### src/rtl/pkt_rx_parser_pkg.sv
// Shared types and sizing for the NoC receive-side flit parser.
package pkt_rx_parser_pkg;

    localparam int unsigned FlitWidth     = 34;
    localparam int unsigned FlitDataWidth = FlitWidth - 2;
    localparam int unsigned NumVirtChn    = 3;
    localparam int unsigned VcWidth       = $clog2(NumVirtChn);
    localparam int unsigned PktWidth      = 8;
    localparam int unsigned MinDataWidth  = 32;

    typedef enum logic [1:0] {
        FLIT_HEAD = 2'b00,
        FLIT_BODY = 2'b01,
        FLIT_TAIL = 2'b10,
        FLIT_RSVD = 2'b11
    } flit_type_e;

    typedef enum logic {
        VC_IDLE   = 1'b0,
        VC_IN_PKT = 1'b1
    } vc_state_e;

    typedef struct packed {
        logic [FlitDataWidth-1:0] data;
        logic [VcWidth-1:0]       vc;
        logic                     first;
        logic                     last;
        logic [PktWidth-1:0]      sz;
    } s_pkt_rx_t;

    // Packet-size field carried in the head flit payload.
    function automatic logic [PktWidth-1:0] head_size(input logic [FlitDataWidth-1:0] payload);
        return payload[MinDataWidth-1 -: PktWidth];
    endfunction

endpackage

### src/rtl/pkt_rx_vc_fsm.sv
// Per-VC packet tracker: IDLE/IN_PKT state, latched size and, when
// PKT_RX_SZ_CHECK_EN is defined, a remaining-flit counter for size checks.
module pkt_rx_vc_fsm
    import pkt_rx_parser_pkg::*;
(
    input  logic                clk,
    input  logic                rst,
    input  logic                acc_i,
    input  flit_type_e          type_i,
    input  logic [PktWidth-1:0] sz_i,
    output logic                pass_c_o,
    output logic                first_c_o,
    output logic                last_c_o,
    output logic                err_c_o,
    output logic [PktWidth-1:0] sz_c_o
);

    vc_state_e           state_q;
    logic [PktWidth-1:0] sz_q;
`ifdef PKT_RX_SZ_CHECK_EN
    logic [PktWidth-1:0] rem_q;
`endif

    // Classify the flit presented on this VC against the current packet state.
    always_comb begin
        pass_c_o  = 1'b0;
        first_c_o = 1'b0;
        last_c_o  = 1'b0;
        err_c_o   = 1'b0;
        sz_c_o    = sz_q;
        case (type_i)
            FLIT_HEAD: begin
                pass_c_o  = 1'b1;
                first_c_o = 1'b1;
                sz_c_o    = sz_i;
                last_c_o  = (sz_i == '0);
                err_c_o   = (state_q == VC_IN_PKT);
            end
            FLIT_BODY: begin
                if (state_q == VC_IDLE) begin
                    err_c_o = 1'b1;
                end else begin
                    pass_c_o = 1'b1;
`ifdef PKT_RX_SZ_CHECK_EN
                    if (rem_q == PktWidth'(1)) begin
                        last_c_o = 1'b1;
                        err_c_o  = 1'b1;
                    end
`endif
                end
            end
            FLIT_TAIL: begin
                if (state_q == VC_IDLE) begin
                    err_c_o = 1'b1;
                end else begin
                    pass_c_o = 1'b1;
                    last_c_o = 1'b1;
`ifdef PKT_RX_SZ_CHECK_EN
                    err_c_o  = (rem_q != PktWidth'(1));
`endif
                end
            end
            default: err_c_o = 1'b1;
        endcase
    end

    // Packet state update on accepted flits; reserved types leave state alone.
    always_ff @(posedge clk) begin
        if (rst) begin
            state_q <= VC_IDLE;
            sz_q    <= '0;
`ifdef PKT_RX_SZ_CHECK_EN
            rem_q   <= '0;
`endif
        end else if (acc_i) begin
            case (type_i)
                FLIT_HEAD: begin
                    sz_q    <= sz_i;
                    state_q <= (sz_i == '0) ? VC_IDLE : VC_IN_PKT;
`ifdef PKT_RX_SZ_CHECK_EN
                    rem_q   <= sz_i;
`endif
                end
                FLIT_BODY: begin
                    if (state_q == VC_IN_PKT) begin
                        if (last_c_o) state_q <= VC_IDLE;
`ifdef PKT_RX_SZ_CHECK_EN
                        rem_q <= (rem_q == '0) ? '0 : rem_q - PktWidth'(1);
`endif
                    end
                end
                FLIT_TAIL: begin
                    if (state_q == VC_IN_PKT) begin
                        state_q <= VC_IDLE;
`ifdef PKT_RX_SZ_CHECK_EN
                        rem_q   <= '0;
`endif
                    end
                end
                default: ;
            endcase
        end
    end

endmodule

### src/rtl/pkt_rx_parser.sv
// NoC local-port receive parser: type decode, per-VC tracking, error flagging
// and a one-entry registered output stage. Optional size checking is enabled
// by defining PKT_RX_SZ_CHECK_EN.
module pkt_rx_parser
    import pkt_rx_parser_pkg::*;
(
    input  logic                     clk,
    input  logic                     rst,
    input  logic                     flit_valid_i,
    output logic                     flit_ready_o,
    input  logic [FlitWidth-1:0]     flit_data_i,
    input  logic [VcWidth-1:0]       flit_vc_i,
    output logic                     pkt_valid_o,
    input  logic                     pkt_ready_i,
    output logic [FlitDataWidth-1:0] pkt_data_o,
    output logic [VcWidth-1:0]       pkt_vc_o,
    output logic                     pkt_first_o,
    output logic                     pkt_last_o,
    output logic [PktWidth-1:0]      pkt_sz_o,
    output logic                     err_o,
    output logic [VcWidth-1:0]       err_vc_o
);

    flit_type_e               ftype_c;
    logic [FlitDataWidth-1:0] payload_c;
    logic                     flit_acc_c;

    logic [NumVirtChn-1:0]    acc_v_c;
    logic [NumVirtChn-1:0]    pass_v_c;
    logic [NumVirtChn-1:0]    first_v_c;
    logic [NumVirtChn-1:0]    last_v_c;
    logic [NumVirtChn-1:0]    err_v_c;
    logic [PktWidth-1:0]      sz_v_c [NumVirtChn];

    logic                     sel_pass_c;
    logic                     sel_first_c;
    logic                     sel_last_c;
    logic                     sel_err_c;
    logic [PktWidth-1:0]      sel_sz_c;

    s_pkt_rx_t                out_d;
    s_pkt_rx_t                out_q;
    logic                     pkt_valid_q;
    logic                     err_q;
    logic [VcWidth-1:0]       err_vc_q;

    assign ftype_c      = flit_type_e'(flit_data_i[FlitWidth-1 -: 2]);
    assign payload_c    = flit_data_i[FlitDataWidth-1:0];
    assign flit_ready_o = !pkt_valid_q || pkt_ready_i;
    assign flit_acc_c   = flit_valid_i && flit_ready_o;

    for (genvar g = 0; g < NumVirtChn; g++) begin : g_vc
        assign acc_v_c[g] = flit_acc_c && (flit_vc_i == VcWidth'(g));

        pkt_rx_vc_fsm u_vc_fsm (
            .clk       (clk),
            .rst       (rst),
            .acc_i     (acc_v_c[g]),
            .type_i    (ftype_c),
            .sz_i      (head_size(payload_c)),
            .pass_c_o  (pass_v_c[g]),
            .first_c_o (first_v_c[g]),
            .last_c_o  (last_v_c[g]),
            .err_c_o   (err_v_c[g]),
            .sz_c_o    (sz_v_c[g])
        );
    end

    // Select the addressed VC's verdict; an unimplemented VC index is an error.
    always_comb begin
        sel_pass_c  = 1'b0;
        sel_first_c = 1'b0;
        sel_last_c  = 1'b0;
        sel_err_c   = 1'b1;
        sel_sz_c    = '0;
        for (int unsigned v = 0; v < NumVirtChn; v++) begin
            if (flit_vc_i == VcWidth'(v)) begin
                sel_pass_c  = pass_v_c[v];
                sel_first_c = first_v_c[v];
                sel_last_c  = last_v_c[v];
                sel_err_c   = err_v_c[v];
                sel_sz_c    = sz_v_c[v];
            end
        end
    end

    // Assemble the outgoing payload beat.
    always_comb begin
        out_d       = '0;
        out_d.data  = payload_c;
        out_d.vc    = flit_vc_i;
        out_d.first = sel_first_c;
        out_d.last  = sel_last_c;
        out_d.sz    = sel_sz_c;
    end

    // One-entry output register with hold on backpressure, plus error pulse.
    always_ff @(posedge clk) begin
        if (rst) begin
            pkt_valid_q <= 1'b0;
            out_q       <= '0;
            err_q       <= 1'b0;
            err_vc_q    <= '0;
        end else begin
            if (flit_acc_c) begin
                pkt_valid_q <= sel_pass_c;
                if (sel_pass_c) out_q <= out_d;
            end else if (pkt_ready_i) begin
                pkt_valid_q <= 1'b0;
            end
            err_q <= flit_acc_c && sel_err_c;
            if (flit_acc_c && sel_err_c) err_vc_q <= flit_vc_i;
        end
    end

    assign pkt_valid_o = pkt_valid_q;
    assign pkt_data_o  = out_q.data;
    assign pkt_vc_o    = out_q.vc;
    assign pkt_first_o = out_q.first;
    assign pkt_last_o  = out_q.last;
    assign pkt_sz_o    = out_q.sz;
    assign err_o       = err_q;
    assign err_vc_o    = err_vc_q;

endmodule

### config.mk
export PLATFORM = sky130hd
export DESIGN_NAME = pkt_rx_parser
export DESIGN_NICKNAME = d
export VERILOG_FILES = /design/src/rtl/pkt_rx_parser_pkg.sv /design/src/rtl/pkt_rx_vc_fsm.sv /design/src/rtl/pkt_rx_parser.sv
export SDC_FILE = /design/constraint.sdc
export NUM_CORES = 1
export LEC_CHECK = 0
export ABC_AREA = 1
export CORE_MARGIN = 4
export CORE_UTILIZATION = 40
export CTS_BUF_LIST = sky130_fd_sc_hd__clkbuf_8
export CTS_CLUSTER_SIZE = 28
export DETAILED_ROUTE_END_ITERATION = 7
export GPL_TIMING_DRIVEN = 0
export PLACE_DENSITY_LB_ADDON = 0.2
export SYNTH_ARGS = -nofsm -noshare
export SYNTH_HDL_FRONTEND = slang
export SYNTH_SLANG_ARGS = --single-unit
### constraint.sdc
create_clock -name clk -period 2.32 [get_ports clk]
set_input_delay 0.348 -clock clk [delete_from_list [all_inputs] [get_ports clk]]
set_output_delay 0.348 -clock clk [all_outputs]
set_load 0.05 [all_outputs]
-- Word level (Yosys, flattened, before mapping)
Index checks and enable logic that the tools add are counted.
- register bits after elaboration: 75
- output and inout bits: 49
- word-level logic and storage cells: 81
- multiplexer cells: 46
- reductions and logical operators: 17
- equality and inequality tests: 4
- operator list (operator ; number):
    8-bit two-way mux ; 6
    1-bit two-way mux ; 28
    1-bit case mux with 2 select lines ; 9
    1-bit case mux with 3 select lines ; 3
    8-bit logical NOT ; 1
    2-bit AND reduction ; 4
    1-bit logical AND ; 5
    2-bit by 1-bit equality test with 1-bit output, second input constant ; 2
    2-bit equality test, second input constant ; 2
    2-bit logical NOT ; 2
    3-bit nonzero test ; 1
    2-bit nonzero test ; 1
    2-bit OR reduction ; 1
    1-bit logical NOT ; 1
    1-bit logical OR ; 1

-- Logic depth before layout (Yosys ltp)
- depth in word-level cells: 7
- mapped depth: 12
- depth with buffers taken out: 10

-- Modules after synthesis
Synthesis repeated with hierarchy kept, for this count alone.
- cells, all modules: 604
- area, all modules: 4453.0 µm²
- modules (own cells, without submodules) (module ; area an instance (µm²) ; cells an instance ; instances):
    pkt_rx_parser ; 2422.3 ; 331 ; 1
    pkt_rx_vc_fsm ; 676.9 ; 91 ; 3

-- Worst setup path after synthesis
Ideal clock, no wire load.
- path type: flip-flop to flip-flop
- start point: reg pkt_valid_q (netlist: pkt_valid_o)
- end point: reg g_vc[0].u_vc_fsm.sz_q[6]
- setup slack: 375 ps
- stages on the path, launching flop included: 8
- data required time: 2250 ps
- period minus slack after synthesis: 1945 ps
- path buffers: 1
- data arrival time: 1875 ps
- cells stage by stage: dfxtp_1 -> nand2_1 -> nand2_1 -> inv_1 -> nand2_1 -> buf_2 -> o21ai_0 -> a21oi_1
- cells in the longest elaborated chain, start to end: 4
- ends and longest elaborated chain (what ; RTL line ; text):
    start: declaration ; pkt_rx_parser.sv:43 ; logic pkt_valid_q;
    start signal: assignment ; pkt_rx_parser.sv:106 ; pkt_valid_q <= sel_pass_c;
    1-bit logical NOT ; pkt_rx_parser.sv:49 ; assign flit_ready_o = !pkt_valid_q || pkt_ready_i;
    1-bit logical OR ; pkt_rx_parser.sv:49 ;
    via flit_ready_o ; pkt_rx_parser.sv:10 ; output logic flit_ready_o,
    1-bit logical AND ; pkt_rx_parser.sv:50 ; assign flit_acc_c = flit_valid_i && flit_ready_o;
    1-bit logical AND ; pkt_rx_parser.sv:53 ; assign acc_v_c[g] = flit_acc_c && (flit_vc_i == VcWidth'(g));
    end signal: assignment ; pkt_rx_vc_fsm.sv:78 ; sz_q <= sz_i;
    end: declaration ; pkt_rx_vc_fsm.sv:19 ; logic [PktWidth-1:0] sz_q;
The timed path passes the listed nets, and every way through them passes these cells.
A chain may end at the register's enable or synchronous reset.

-- Worst setup path in the final report
- start point: in pkt_ready_i
- end point: out flit_ready_o
- cells in the longest elaborated chain, start to end: 1
- ends and longest elaborated chain (what ; RTL line ; text):
    start: declaration ; pkt_rx_parser.sv:14 ; input logic pkt_ready_i,
    1-bit logical OR ; pkt_rx_parser.sv:49 ;
    end: declaration ; pkt_rx_parser.sv:10 ;
Every way passes these cells.

==> flow_metrics.py <==
metrics = {
    "pwr": {
        "sw_frac_of_total_pct": 29.3,
        "intPower_mw": 2.17,
        "irDropWorstVdd_v": 0.000248,
        "p_seq_share_pct": 44.9,
        "p_leak_nw": 1.83,
        "comb_power_share_pct": 19.2,
        "p_clk_share_pct": 35.9,
        "p_per_area_mw_per_mm2": 680,
        "power.switching_mw": 0.900,
    },
    "yosys": {
        "yosysSeqAreaShare_pct": 45.5,
        "synth_area_leaders": "dfxtp_1 (46%), nor2_1 (14%), nand2_1 (11%), o21ai_0 (6.5%), o21ai_1 (4.1%)",
        "synth_top_cell_by_area": "dfxtp_1",
        "syn_area_per_cell_um2": 6.87,
        "postSynth.asyncResetShare_pct": 0,
        "synth_edf_count": 0,
        "synth.cell_area_mm2": 0.00330,
        "synth_flop_cell": "dfxtp_1",
        "synth_cells": 480,
        "synth_top_cell_area_share_pct": 45.5,
        "synth-seq-cells": 75,
        "ys_warn_count": 0,
        "synthTopCellsByCount": "nor2_1 (126), nand2_1 (101), dfxtp_1 (75), o21ai_0 (43)",
        "synth_nets": 525,
        "synth.most_common_cell": "nor2_1",
        "synth_cell_types": 24,
    },
    "clock_network": {
        "cts.clk_slew.worst_paths_ns": 0.07,
        "cts_hold_buffers": 0,
        "cts_tree": "yes",
        "clock_path_buffers": 2,
        "cts_root_buf": "clkbuf_8",
        "clock_sinks": 75,
        "worstSkewPairLatency_ns": 0.36,
        "post_cts_buffers": 0,
        "htreeDepth": 3,
        "cts_buffers": 9,
        "cts_resized": 0,
    },
    "placement": {
        "placedCellCount": 670,
        "placed_area_mm2": 0.00431,
        "finalWeightedCongestion": 0.872,
        "numPortBuffers": 88,
        "dp_hpwl_um": 6610,
    },
    "critical_path": {
        "arrival_ns": 1.74,
        "r2r-end": "g_vc[0].u_vc_fsm.sz_q[6]",
        "regToRegStartpoint": "pkt_valid_o",
        "reg2reg_depth": 7,
        "end_kind": "output port",
        "cp-start-kind": "input port",
        "worstPathMaxFanout": 3,
        "required_ns": 1.97,
        "path_class": "in2out",
        "regToRegSetupSlack_ns": 0.85,
    },
    "floorplan": {
        "core_mm2": 0.00789,
        "die_x_um": 98.8,
        "die_y_um": 98.8,
        "ioPinCount": 89,
        "start_util_pct": 41.8,
        "row_count": 32,
        "die-area_mm2": 0.00976,
    },
    "worst_hold_path": {
        "hold_start": "g_vc[0].u_vc_fsm.sz_q[1]",
        "hold_class": "reg2reg",
        "whs_endpoint": "g_vc[0].u_vc_fsm.sz_q[1]",
        "hold_depth": 2,
    },
    "timing": {
        "fmax_mhz": 480,
        "maxSlewViolCount": 0,
        "max-slew-margin-rel_pct": 64.6,
        "min_period_over_period_pct": 89.8,
        "timing.clock.skew_ns": 0.0130,
        "rsz0062_at_grt": "false",
        "setup_viol": 0,
        "period_needed_ns": 2.08,
        "hold_viol": 0,
        "worst_pin_slew_ns": 0.530,
    },
    "detailed_routing": {
        "totalWireLength_um": 8880,
        "via_per_inst": 4.88,
        "num_vias": 3345,
        "routedWlPerCell_um": 12.9,
        "ant_nets": 0,
        "detail_route.iter0.violations": 153,
        "drcViolationCount": 0,
        "dr.pass1.iters": 4,
    },
    "layout": {
        "final_layout_size_suffix_gt1_share_pct": 5.65,
        "design_area_mm2": 0.00452,
        "fin_cells": 686,
        "finalCoreUtilization_pct": 57.4,
        "area_delta_synth_final_pct": 37.2,
        "fin_nets": 624,
        "n_antenna_cell": 0,
        "fill_cells": 784,
    },
    "global_route": {
        "antenna_found_initial": 0,
        "grt_pass1_wl_um": 14800,
        "gr-total-overflow": 0,
        "grt_usage_pct": 18.7,
        "grt_max_degree": 14,
        "grt_pass1_vias": 3086,
    },
    "run_status": {
        "status": "finished clean",
    },
    "flow_run": {
        "timing.max_cap.violations": 0,
    },
}
[worst max-delay path by stage]
stage,end,startpoint
2_1_floorplan,g_vc[0].u_vc_fsm.sz_q[6],pkt_valid_o
3_3_place_gp,pkt_sz_o[3],flit_data_i[32]
3_5_place_dp,pkt_sz_o[3],flit_data_i[32]
4_1_cts,flit_ready_o,pkt_ready_i
5_1_grt,pkt_data_o[7],flit_data_i[32]
6_report,flit_ready_o,pkt_ready_i
[cell usage in the layout (no fill, tap or decap), types with 4 or more instances in the layout]
master and count:
a211oi_1 4, a21oi_1 17, buf_2 5, buf_4 4
buf_6 4, clkbuf_1 10, clkbuf_8 9, clkdlybuf4s50_1 88
dfxtp_1 75, ha_1 5, inv_1 28, nand2_1 101
nand3_1 10, nand4_1 5, nor2_1 126, o211ai_1 4
o21ai_0 43, o21ai_1 27
[power by group through the flow]
stage | Clock, mW | Combinational (mW) | Sequential [mW]
4_1_cts | 1.12 | 0.592 | 1.38
3_5_place_dp | 0 | 0.589 | 1.41
5_1_grt | 1.16 | 0.648 | 1.39
3_3_place_gp | 0 | 0.583 | 1.41
2_1_floorplan | 0 | 0.222 | 1.55
6_report | 1.10 | 0.591 | 1.38
[logic make-up (layout without fill, tap and decap cells)]
family	Yosys count	in the layout	share of synthesized area, %
DFF	75	75	45.5
adders and majority gates	5	5	1.90
and+or+nand+nor	249	249	29.5
AOI/OAI and AO/OA	96	96	15.3
buffers and inverters	55	159	7.81
[registers in the layout, summed over array words and instances, names as in the netlist]
| name | cells |
|---|---|
| pkt_first_o | 1 |
| pkt_valid_o | 1 |
| pkt_sz_o | 8 |
| g_vc.u_vc_fsm.sz_q | 24 |
| pkt_last_o | 1 |
| err_o | 1 |
| g_vc.u_vc_fsm.state_q | 3 |
| pkt_data_o | 32 |
| err_vc_o | 2 |
| pkt_vc_o | 2 |
[layout make-up]
type / instances / area (um^2) / area share, %
buffer: 24 / 141 / 3.13
inverter: 31 / 116 / 2.57
tap: 102 / 128 / 2.82
sequential: 75 / 1500 / 33.2
clock inverter: 7 / 93.8 / 2.07
multi-input combinational: 350 / 1540 / 34.0
clock buffer: 9 / 124 / 2.74
timing repair buffer: 88 / 881 / 19.5
[worst max-delay path, stage by stage]
cell and delay, ns:
clkdlybuf4s50_1 0.45, inv_1 0.04, nand2_1 0.09, clkdlybuf4s50_1 0.81
[routing by layer]
metal / part of all wire, % / routed length, um / vias up / track usage (%)
met5: 0 / 0 / - / 0
met4: 1.5 / 136 / 0 / 8.40
met3: 8.0 / 714 / 15 / 3.33
met2: 46 / 4060 / 134 / 30.0
met1: 45 / 3970 / 1466 / 24.5
li1: - / - / 1730 / -
[per-stage QoR]
step                      total power, mW  hold slack [ns]  setup WS [ns]  TNS [ns]
after floorplan                      1.78            0.424          0.375         0
after global placement               1.99            0.433        -0.0323    -0.280
after detailed placement             2.00            0.446         -0.117     -1.71
after CTS                            3.09            0.456          0.229         0
after global routing                 3.20            0.482          0.128         0
final                                3.07            0.452          0.236         0
(Power assumes the default switching activity.)
